==> src/rtl/usb_byte_responder_pkg.sv <==
// Shared constants for the USB register-access responder: FSM encodings,
// command bytes and default response bytes.
package usb_responder_pkg;

  localparam logic [1:0] ST_IDLE     = 2'd0;
  localparam logic [1:0] ST_GET_ADDR = 2'd1;
  localparam logic [1:0] ST_GET_DATA = 2'd2;
  localparam logic [1:0] ST_RESPOND  = 2'd3;

  localparam logic [7:0] CMD_WRITE   = 8'h57;
  localparam logic [7:0] CMD_READ    = 8'h52;

  localparam logic [7:0] DEFAULT_ACK = 8'h06;
  localparam logic [7:0] DEFAULT_NAK = 8'h15;

  function automatic logic [7:0] sat_inc8(input logic [7:0] v);
    return (v == 8'hFF) ? v : v + 8'd1;
  endfunction

endpackage

==> src/rtl/usb_byte_responder_regfile.sv <==
// NUM_REGS x 8 register file: one write port, one combinational read port,
// and the whole array exposed flattened for board-level outputs.
module usb_resp_regfile #(
  parameter int NUM_REGS = 16,
  parameter int ADDR_W   = 4
) (
  input  logic                    i_clk,
  input  logic                    i_rst,
  input  logic                    i_we,
  input  logic [ADDR_W-1:0]       i_waddr,
  input  logic [7:0]              i_wdata,
  input  logic [ADDR_W-1:0]       i_raddr,
  output logic [7:0]              o_rdata,
  output logic [NUM_REGS*8-1:0]   o_regs
);

  logic [7:0] r_mem [NUM_REGS];

  always_ff @(posedge i_clk or posedge i_rst) begin
    if (i_rst) begin
      for (int i = 0; i < NUM_REGS; i++) r_mem[i] <= '0;
    end else if (i_we) begin
      r_mem[i_waddr] <= i_wdata;
    end
  end

  // Out-of-range reads only occur for NAKed addresses, so the value is unused.
  assign o_rdata = (int'(i_raddr) < NUM_REGS) ? r_mem[i_raddr] : 8'h00;

  for (genvar g = 0; g < NUM_REGS; g++) begin : g_flat
    assign o_regs[g*8 +: 8] = r_mem[g];
  end

endmodule

==> src/rtl/usb_byte_responder.sv <==
// Byte-stream register-access responder: decodes 'W' addr data / 'R' addr
// commands from the host and returns one response byte per command.
module usb_byte_responder
  import usb_responder_pkg::*;
#(
  parameter int         NUM_REGS       = 16,
  parameter int         ADDR_W         = 4,
  parameter int         TIMEOUT_CYCLES = 4800000,
  parameter logic [7:0] ACK_BYTE       = DEFAULT_ACK,
  parameter logic [7:0] NAK_BYTE       = DEFAULT_NAK
) (
  input  logic                  clk_48mhz,
  input  logic                  reset,
  input  logic [7:0]            rx_data,
  input  logic                  rx_valid,
  output logic                  rx_ready,
  output logic [7:0]            tx_data,
  output logic                  tx_valid,
  input  logic                  tx_ready,
  output logic [NUM_REGS*8-1:0] regs_out,
  output logic                  wr_strobe,
  output logic [ADDR_W-1:0]     wr_addr,
  output logic [7:0]            err_count
);

  localparam int TMO_W = $clog2(TIMEOUT_CYCLES);

  logic [1:0]        r_state;
  logic              r_rx_ready;
  logic              r_tx_valid;
  logic [7:0]        r_tx_data;
  logic              r_op_wr;
  logic [ADDR_W-1:0] r_addr;
  logic              r_wr_strobe;
  logic [ADDR_W-1:0] r_wr_addr;
  logic [7:0]        r_err;
  logic [TMO_W-1:0]  r_tmo;

  logic [1:0]        w_state_nxt;
  logic              w_rx_acc;
  logic              w_tx_acc;
  logic              w_addr_bad;
  logic              w_tmo_exp;
  logic              w_tmo_hit;
  logic              w_nak;
  logic              w_we;
  logic              w_tx_load;
  logic [7:0]        w_tx_nxt;
  logic [7:0]        w_rd_data;

  assign w_rx_acc   = rx_valid && r_rx_ready;
  assign w_tx_acc   = r_tx_valid && tx_ready;
  assign w_addr_bad = (int'(rx_data) >= NUM_REGS);
  assign w_tmo_exp  = (r_tmo == TMO_W'(TIMEOUT_CYCLES - 1));

  usb_resp_regfile #(
    .NUM_REGS (NUM_REGS),
    .ADDR_W   (ADDR_W)
  ) u_regfile (
    .i_clk   (clk_48mhz),
    .i_rst   (reset),
    .i_we    (w_we),
    .i_waddr (r_addr),
    .i_wdata (rx_data),
    .i_raddr (rx_data[ADDR_W-1:0]),
    .o_rdata (w_rd_data),
    .o_regs  (regs_out)
  );

  // An accepted byte always takes priority over an expiring timeout.
  always_comb begin
    w_state_nxt = r_state;
    w_tx_load   = 1'b0;
    w_tx_nxt    = 8'h00;
    w_nak       = 1'b0;
    w_we        = 1'b0;
    w_tmo_hit   = 1'b0;
    case (r_state)
      ST_IDLE: begin
        if (w_rx_acc) begin
          if (rx_data == CMD_WRITE || rx_data == CMD_READ) begin
            w_state_nxt = ST_GET_ADDR;
          end else begin
            w_state_nxt = ST_RESPOND;
            w_tx_load   = 1'b1;
            w_tx_nxt    = NAK_BYTE;
            w_nak       = 1'b1;
          end
        end
      end
      ST_GET_ADDR: begin
        if (w_rx_acc) begin
          if (w_addr_bad) begin
            w_state_nxt = ST_RESPOND;
            w_tx_load   = 1'b1;
            w_tx_nxt    = NAK_BYTE;
            w_nak       = 1'b1;
          end else if (!r_op_wr) begin
            w_state_nxt = ST_RESPOND;
            w_tx_load   = 1'b1;
            w_tx_nxt    = w_rd_data;
          end else begin
            w_state_nxt = ST_GET_DATA;
          end
        end else if (w_tmo_exp) begin
          w_state_nxt = ST_IDLE;
          w_tmo_hit   = 1'b1;
        end
      end
      ST_GET_DATA: begin
        if (w_rx_acc) begin
          w_we        = 1'b1;
          w_state_nxt = ST_RESPOND;
          w_tx_load   = 1'b1;
          w_tx_nxt    = ACK_BYTE;
        end else if (w_tmo_exp) begin
          w_state_nxt = ST_IDLE;
          w_tmo_hit   = 1'b1;
        end
      end
      default: begin
        if (w_tx_acc) w_state_nxt = ST_IDLE;
      end
    endcase
  end

  always_ff @(posedge clk_48mhz or posedge reset) begin
    if (reset) begin
      r_state     <= ST_IDLE;
      r_rx_ready  <= 1'b0;
      r_tx_valid  <= 1'b0;
      r_tx_data   <= 8'h00;
      r_op_wr     <= 1'b0;
      r_addr      <= '0;
      r_wr_strobe <= 1'b0;
      r_wr_addr   <= '0;
      r_err       <= 8'h00;
      r_tmo       <= '0;
    end else begin
      r_state     <= w_state_nxt;
      r_rx_ready  <= (w_state_nxt != ST_RESPOND);
      r_wr_strobe <= w_we;
      if (w_we) r_wr_addr <= r_addr;
      if (r_state == ST_IDLE && w_rx_acc) r_op_wr <= (rx_data == CMD_WRITE);
      if (r_state == ST_GET_ADDR && w_rx_acc) r_addr <= rx_data[ADDR_W-1:0];
      if (w_tx_load) begin
        r_tx_valid <= 1'b1;
        r_tx_data  <= w_tx_nxt;
      end else if (w_tx_acc) begin
        r_tx_valid <= 1'b0;
      end
      if (w_nak || w_tmo_hit) r_err <= sat_inc8(r_err);
      // Clearing on entry to IDLE also resets the count at expiry, so it never wraps.
      if (w_rx_acc || w_state_nxt == ST_IDLE) begin
        r_tmo <= '0;
      end else if (r_state == ST_GET_ADDR || r_state == ST_GET_DATA) begin
        r_tmo <= r_tmo + TMO_W'(1);
      end
    end
  end

  assign rx_ready  = r_rx_ready;
  assign tx_valid  = r_tx_valid;
  assign tx_data   = r_tx_data;
  assign wr_strobe = r_wr_strobe;
  assign wr_addr   = r_wr_addr;
  assign err_count = r_err;

endmodule
==> config.mk <==
export PLATFORM = sky130hd
export DESIGN_NAME = usb_byte_responder
export DESIGN_NICKNAME = d
export VERILOG_FILES = /design/src/rtl/usb_byte_responder_pkg.sv /design/src/rtl/usb_byte_responder_regfile.sv /design/src/rtl/usb_byte_responder.sv
export SDC_FILE = /design/constraint.sdc
export NUM_CORES = 1
export LEC_CHECK = 0
export CELL_PAD_IN_SITES_DETAIL_PLACEMENT = 1
export CELL_PAD_IN_SITES_GLOBAL_PLACEMENT = 1
export CORE_MARGIN = 1
export CORE_UTILIZATION = 42
export CTS_BUF_LIST = sky130_fd_sc_hd__clkbuf_16
export CTS_CLUSTER_SIZE = 16
export DETAILED_ROUTE_END_ITERATION = 10
export GPL_ROUTABILITY_DRIVEN = 0
export PLACE_DENSITY = 0.8
export SKIP_CTS_REPAIR_TIMING = 1
export SYNTH_ARGS = -nofsm -noshare
export SYNTH_HDL_FRONTEND = slang
export SYNTH_SLANG_ARGS = --single-unit
==> constraint.sdc <==
create_clock -name clk_48mhz -period 8.6 [get_ports clk_48mhz]
set_input_delay 1.72 -clock clk_48mhz [delete_from_list [all_inputs] [get_ports clk_48mhz]]
set_output_delay 1.72 -clock clk_48mhz [all_outputs]
set_load 0.01 [all_outputs]
# --- Word level (Yosys, flattened, before mapping) ---
# Index checks and enable logic that the tools add are counted.
word_totals:
  output_inout_bits: 151
  rom_bits: 0
  latch_bits: 0
  register_bits: 181
  word_cells: 97
  n_memories: 0
  ram_bits: 0
op_classes:
  muxes: 40
  n_lt_le_gt_ge: 4
  bitwise: 3
  mul: 0
  n_reduce_logical: 15
  div_mod_pow: 0
  eq_ne: 7
  n_shift: 0
  addsub: 2
ops:
  columns: ["op", "count"]
  rows:
  - ["$bwmux 128", 1]
  - ["$mux 8", 6]
  - ["$mux 23", 2]
  - ["$bmux 8 s4", 1]
  - ["$demux 8 s4", 1]
  - ["$pmux 8 s3", 1]
  - ["$add 23x1->23 const B", 1]
  - ["$eq 23x23->1 const B", 1]
  - ["$eq 8x7->1 const B", 2]
  - ["$mux 1", 16]
  - ["$mux 2", 6]
  - ["$ge 5x5->1 const B", 2]
  - ["$mux 5", 2]
  - ["$not 4->5", 2]
  - ["$add 8x1->8 const B", 1]
  - ["$eq 8x8->1 const B", 1]
  - ["$ge 8x5->1 const B", 1]
  - ["$pmux 2 s3", 1]
  - ["$logic_and 1x1->1", 5]
  - ["$lt 5x1->1 const B", 1]
  - ["$logic_not 2->1", 2]
  - ["$logic_or 1x1->1", 4]
  - ["$reduce_bool 2->1", 2]
  - ["$mux 3", 1]
  - ["8 further kinds", 8]

# --- Logic depth before layout (Yosys ltp) ---
logic_depth:
  ltp_word: 8
  ltp_mapped: 8
  depth_no_buf: 7

# --- Cells and area by module ---
# Synthesis repeated with hierarchy kept, for this count alone.
hier_totals:
  hier_cells: 638
  hier_area_um2: 8929.8
modules_own_cells:
  columns: ["mod", "seq_area_each_um2", "cells_per_inst", "instances", "area_each_um2"]
  rows:
  - ["usb_resp_regfile", 3203.1, 369, 1, 5953.2]
  - ["usb_byte_responder", 1326.3, 269, 1, 2976.6]

# --- Worst setup path after synthesis ---
# No wires, ideal clock.
synth_path:
  kind: "input -> register"
  from: "input port rx_data[0]"
  to: "register r_tx_data[4] (netlist: tx_data[4])"
  slack_ps: 5138
  setup_time_ps: 129
  stages: 6
  arrival_time_ps: 3333
  cell_sequence: "clkbuf_1 buf_2 mux4_2 mux2_2 a22oi_1 nand3_1"
synth_via:
  elab_chain_cells: 8
  elab_cells_between_ends: 19
  classes_between: "order compare: 1; eq/ne: 2; mux: 14; bitwise: 1; reduce/logical: 1"
synth_rtl:
  columns: ["item", "line", "rtl"]
  rows:
  - ["start: declaration", "usb_byte_responder.sv:14", "input logic [7:0] rx_data,"]
  - ["$not 4->5 (implied by the code)", "usb_byte_responder_regfile.sv:28", "assign o_rdata = (int'(i_raddr) < NUM_REGS) ? r_mem[i_raddr] : 8'h00;"]
  - ["$bmux 8 s4", "usb_byte_responder_regfile.sv:28", null]
  - ["$mux 8 (implied by the code) (2 in series)", "usb_byte_responder_regfile.sv:28", null]
  - ["$mux 8", "usb_byte_responder.sv:98", "end else if (!r_op_wr) begin"]
  - ["$mux 8", "usb_byte_responder.sv:93", "if (w_addr_bad) begin"]
  - ["$mux 8", "usb_byte_responder.sv:92", "if (w_rx_acc) begin"]
  - ["$pmux 8 s3", "usb_byte_responder.sv:78", "case (r_state)"]
  - ["end signal: assignment", "usb_byte_responder.sv:148", "r_tx_data <= w_tx_nxt;"]
  - ["end: declaration", "usb_byte_responder.sv:31", "logic [7:0] r_tx_data;"]
# Several ways; a longest one is shown, not always the timed one. The select of a mux whose other input is x is not followed.
# A chain may end at the register's enable or synchronous reset.

# --- Worst setup path in the final report ---
layout_path:
  from: "input port rx_data[5]"
  to: "register r_err[1] (netlist: err_count[1])"
layout_via:
  elab_chain_cells: 7
  elab_cells_between_ends: 11
  classes_between: "order compare: 1; eq/ne: 2; mux: 5; reduce/logical: 3"
layout_rtl:
  columns: ["item", "line", "rtl"]
  rows:
  - ["parallel branches: the longest is 4 deep, another holds $ge 8x5->1", null, null]
  - ["$pmux 1 s2 (*)", "usb_byte_responder.sv:78", null]
  - ["$logic_or 1x1->1 (*)", "usb_byte_responder.sv:152", "if (w_nak || w_tmo_hit) r_err <= sat_inc8(r_err);"]
  - ["$reduce_and 2->1 (no line) (*)", null, null]
  - ["end signal: assignment", "usb_byte_responder.sv:152", null]
  - ["end: declaration", "usb_byte_responder.sv:36", "logic [7:0] r_err;"]
# Every way passes the cells marked *.

==> metrics <==
Vias/cell 5.61; residual DRC count 0; register-to-register setup slack 5.90 ns; Least-Margin Pin Slew 1.12 ns; IO Pins 163; leakage power 4.81 nW; critical path data arrival time 4.53 ns; WL final 24,700 um; top_reg_cell synth dfrtp_1; VDD IR max 0.175 mV; final std cells w/o fill 1,067; number of iterations in the first detailed-routing pass 4; fraction of synthesized cell area taken by the top area cell type 0.531; clock skew around 0.016 ns; post-synthesis mux area share 0.277; die area 20,900 sq um; crit path buf inv count 1; Warnings, synthesis 0; max-slew violations 0; Max Cap Viol 0; CP cell instances clkdlybuf4s50_1 > or4_1 > a32oi_1 > a21boi_1 > mux2_2; Final #Nets ~800; Initial Util 0.434; Cell Area, Synth between 8000 and 9000 sq um; Worst Path Required 8.92 ns; Antenna Cells 0; cells after synthesis 639; final total power 3.54 mW; area grow syn2layout 28.3%; CP top delay family compound AO/OA/AOI/OAI gates; status finished clean; dpl cells 1,035; die width between 100 and 150 um; Die H ~140 um; post-synthesis cell type count between 50 and 60; total grt overflow 0; crit-path max FO 18; largest net degree at the start of global routing 96; Synth Register Bits 181; Final HPWL DP around 17,000 um; # fillers ~2,000; main combinational cell family by area after synthesis multiplexers; Post-Syn Area per Cell around 13 sq um; Max Clock Freq 237 MHz; vias approximately 6,000; Num CTS Buffers 17; unrepaired setup endpoints after global routing no; Slowest Stage Delay on Critical Path between 0.8 and 0.9 ns; Final setup viols 0; initial antenna violation count 0; fin crit share 0.490; clk sinks 181; Adder-Cell Fraction of Synth Area 0.00880; fin crit period 4.21 ns; Final Util 0.557; Setup CP Type in2reg; vias in the first global route 6,500; Hold Crit Class reg2reg; DP Worst Slack 4.00 ns; CORE AREA 19,700 sq um; XOR/XNOR Fraction of Synth Area 0.0298; Final Hold Fails 0; Worst Setup Start Kind primary input; cell taking the most area after synthesis dfrtp_1; First DRT Iteration DRCs 325; gr usage total 0.253; antenna-violating nets left 0; Clock Path Buffers 2; CTS tree done; Post-synth top cells 181 x dfrtp_1, 140 x mux2_2, 34 x nor2_1; most area-consuming cells after synthesis dfrtp_1 53%, mux2_2 18%, mux4_2 7.7%, xor2_1 2.1%, nor2_1 1.5%; I/O Buffers between 150 and 200; Pwr Density 324 nW/um^2; compound-gate portion of the synthesized area 0.0364; Row Count slightly above 50; CTS root buffer clkbuf_16; Fin Setup TNS 0 ns; CP max stage cell or4_1; H-Tree Depth 4; layout cells sized above 1 0.274; Clk pin slew, worst setup/hold paths 0.06 ns; post-synthesis simple-gate area fraction 0.0967; most frequent cell after synthesis dfrtp_1; number of flops mapped to enable cells by yosys 0; slew margin rel. 0.255; register area share after synthesis 0.531; share of synthesized registers carrying an async set or reset 1.00; CP Capture Type register; WL/cell 23.1 um; worst skew pair latency 0.44 ns; Syn Nets 657; wire length of the first global-routing pass 38,500 um; PnR worst setup slack 4.39 ns
[cell families after synthesis]
family,Yosys count
mux,182
flops,181
simple gates,157
compound gates,43
buf+inv,41
xor+xnor,29
fa+ha+maj,6
[worst reg2reg max path: stages (launching register included)]
cell	delay, ns
dfrtp_1	0.43
and2_1	0.32
nand2_1	0.22
clkinv_1	0.21
nand3b_1	0.23
nor3_2	0.74
mux2_2	0.43
[per-stage QoR]
| step | hold WS [ns] | cell area (sq um) |
|---|---|---|
| 3_5_place_dp | 0.477 | 10300 |
| 4_1_cts | 0.498 | 10900 |
| 2_1_floorplan | 0.489 | 8530 |
| 6_report | 0.499 | 10900 |
| 5_1_grt | 0.535 | 10900 |
| 3_3_place_gp | 0.473 | 10300 |
[cells in the final DEF (no fill, tap or decap), types with 7 or more instances in the layout]
master and count:
and3_1 8, nand4_1 14, nand3_1 19, clkbuf_16 17, mux2i_1 12, nand2_1 33
xnor2_1 9, mux4_2 29, dfrtp_1 181, mux2_2 140, xor2_1 20, o21ai_0 7
a21oi_1 11, nor2b_1 7, nor2_1 34, clkdlybuf4s50_1 159
[report_power, final]
group	switching (mW)	internal [mW]	total, mW
sequential	0.279	1.12	1.40
clock	0.361	0.437	0.798
combinational	0.562	0.781	1.34
[flip-flops by register name (all words and copies together) (netlist names), 2 cells and up]
signal,flops
r_state,2
r_addr,4
wr_addr,4
tx_data,8
err_count,8
r_tmo,23
u_regfile.o_regs,128
[worst paths after layout]
| kind | depth (start not counted) | endpoint | start |
|---|---|---|---|
| min in group asynchronous | 2 | u_regfile.o_regs[42] | reset |
| max | 5 | err_count[1] | rx_data[5] |
| max reg2reg | 6 | u_regfile.o_regs[39] | rx_ready |
| max in group asynchronous | 3 | u_regfile.o_regs[70] | reset |
| min | 2 | wr_addr[2] | wr_addr[2] |
| min reg2reg | 2 | wr_addr[2] | wr_addr[2] |
[metal layers]
| metal | part of all wire | global-route usage |
|---|---|---|
| met5 | 0 | 0 |
| met4 | 0.014 | 0.0825 |
| met3 | 0.058 | 0.0662 |
| met2 | 0.52 | 0.429 |
| met1 | 0.41 | 0.314 |
[area by class of cell]
| cell class | count | area [sq um] | area share |
|---|---|---|---|
| clock buffers | 17 | 425 | 0.0389 |
| multi-input cells | 417 | 3820 | 0.349 |
| well taps | 265 | 332 | 0.0303 |
| inverters | 6 | 27.5 | 0.00251 |
| clock inverters | 15 | 173 | 0.0158 |
| repair buffers | 166 | 1640 | 0.149 |
| flip-flops and latches | 181 | 4530 | 0.414 |
No activity file was read; power rests on OpenSTA's default activity.
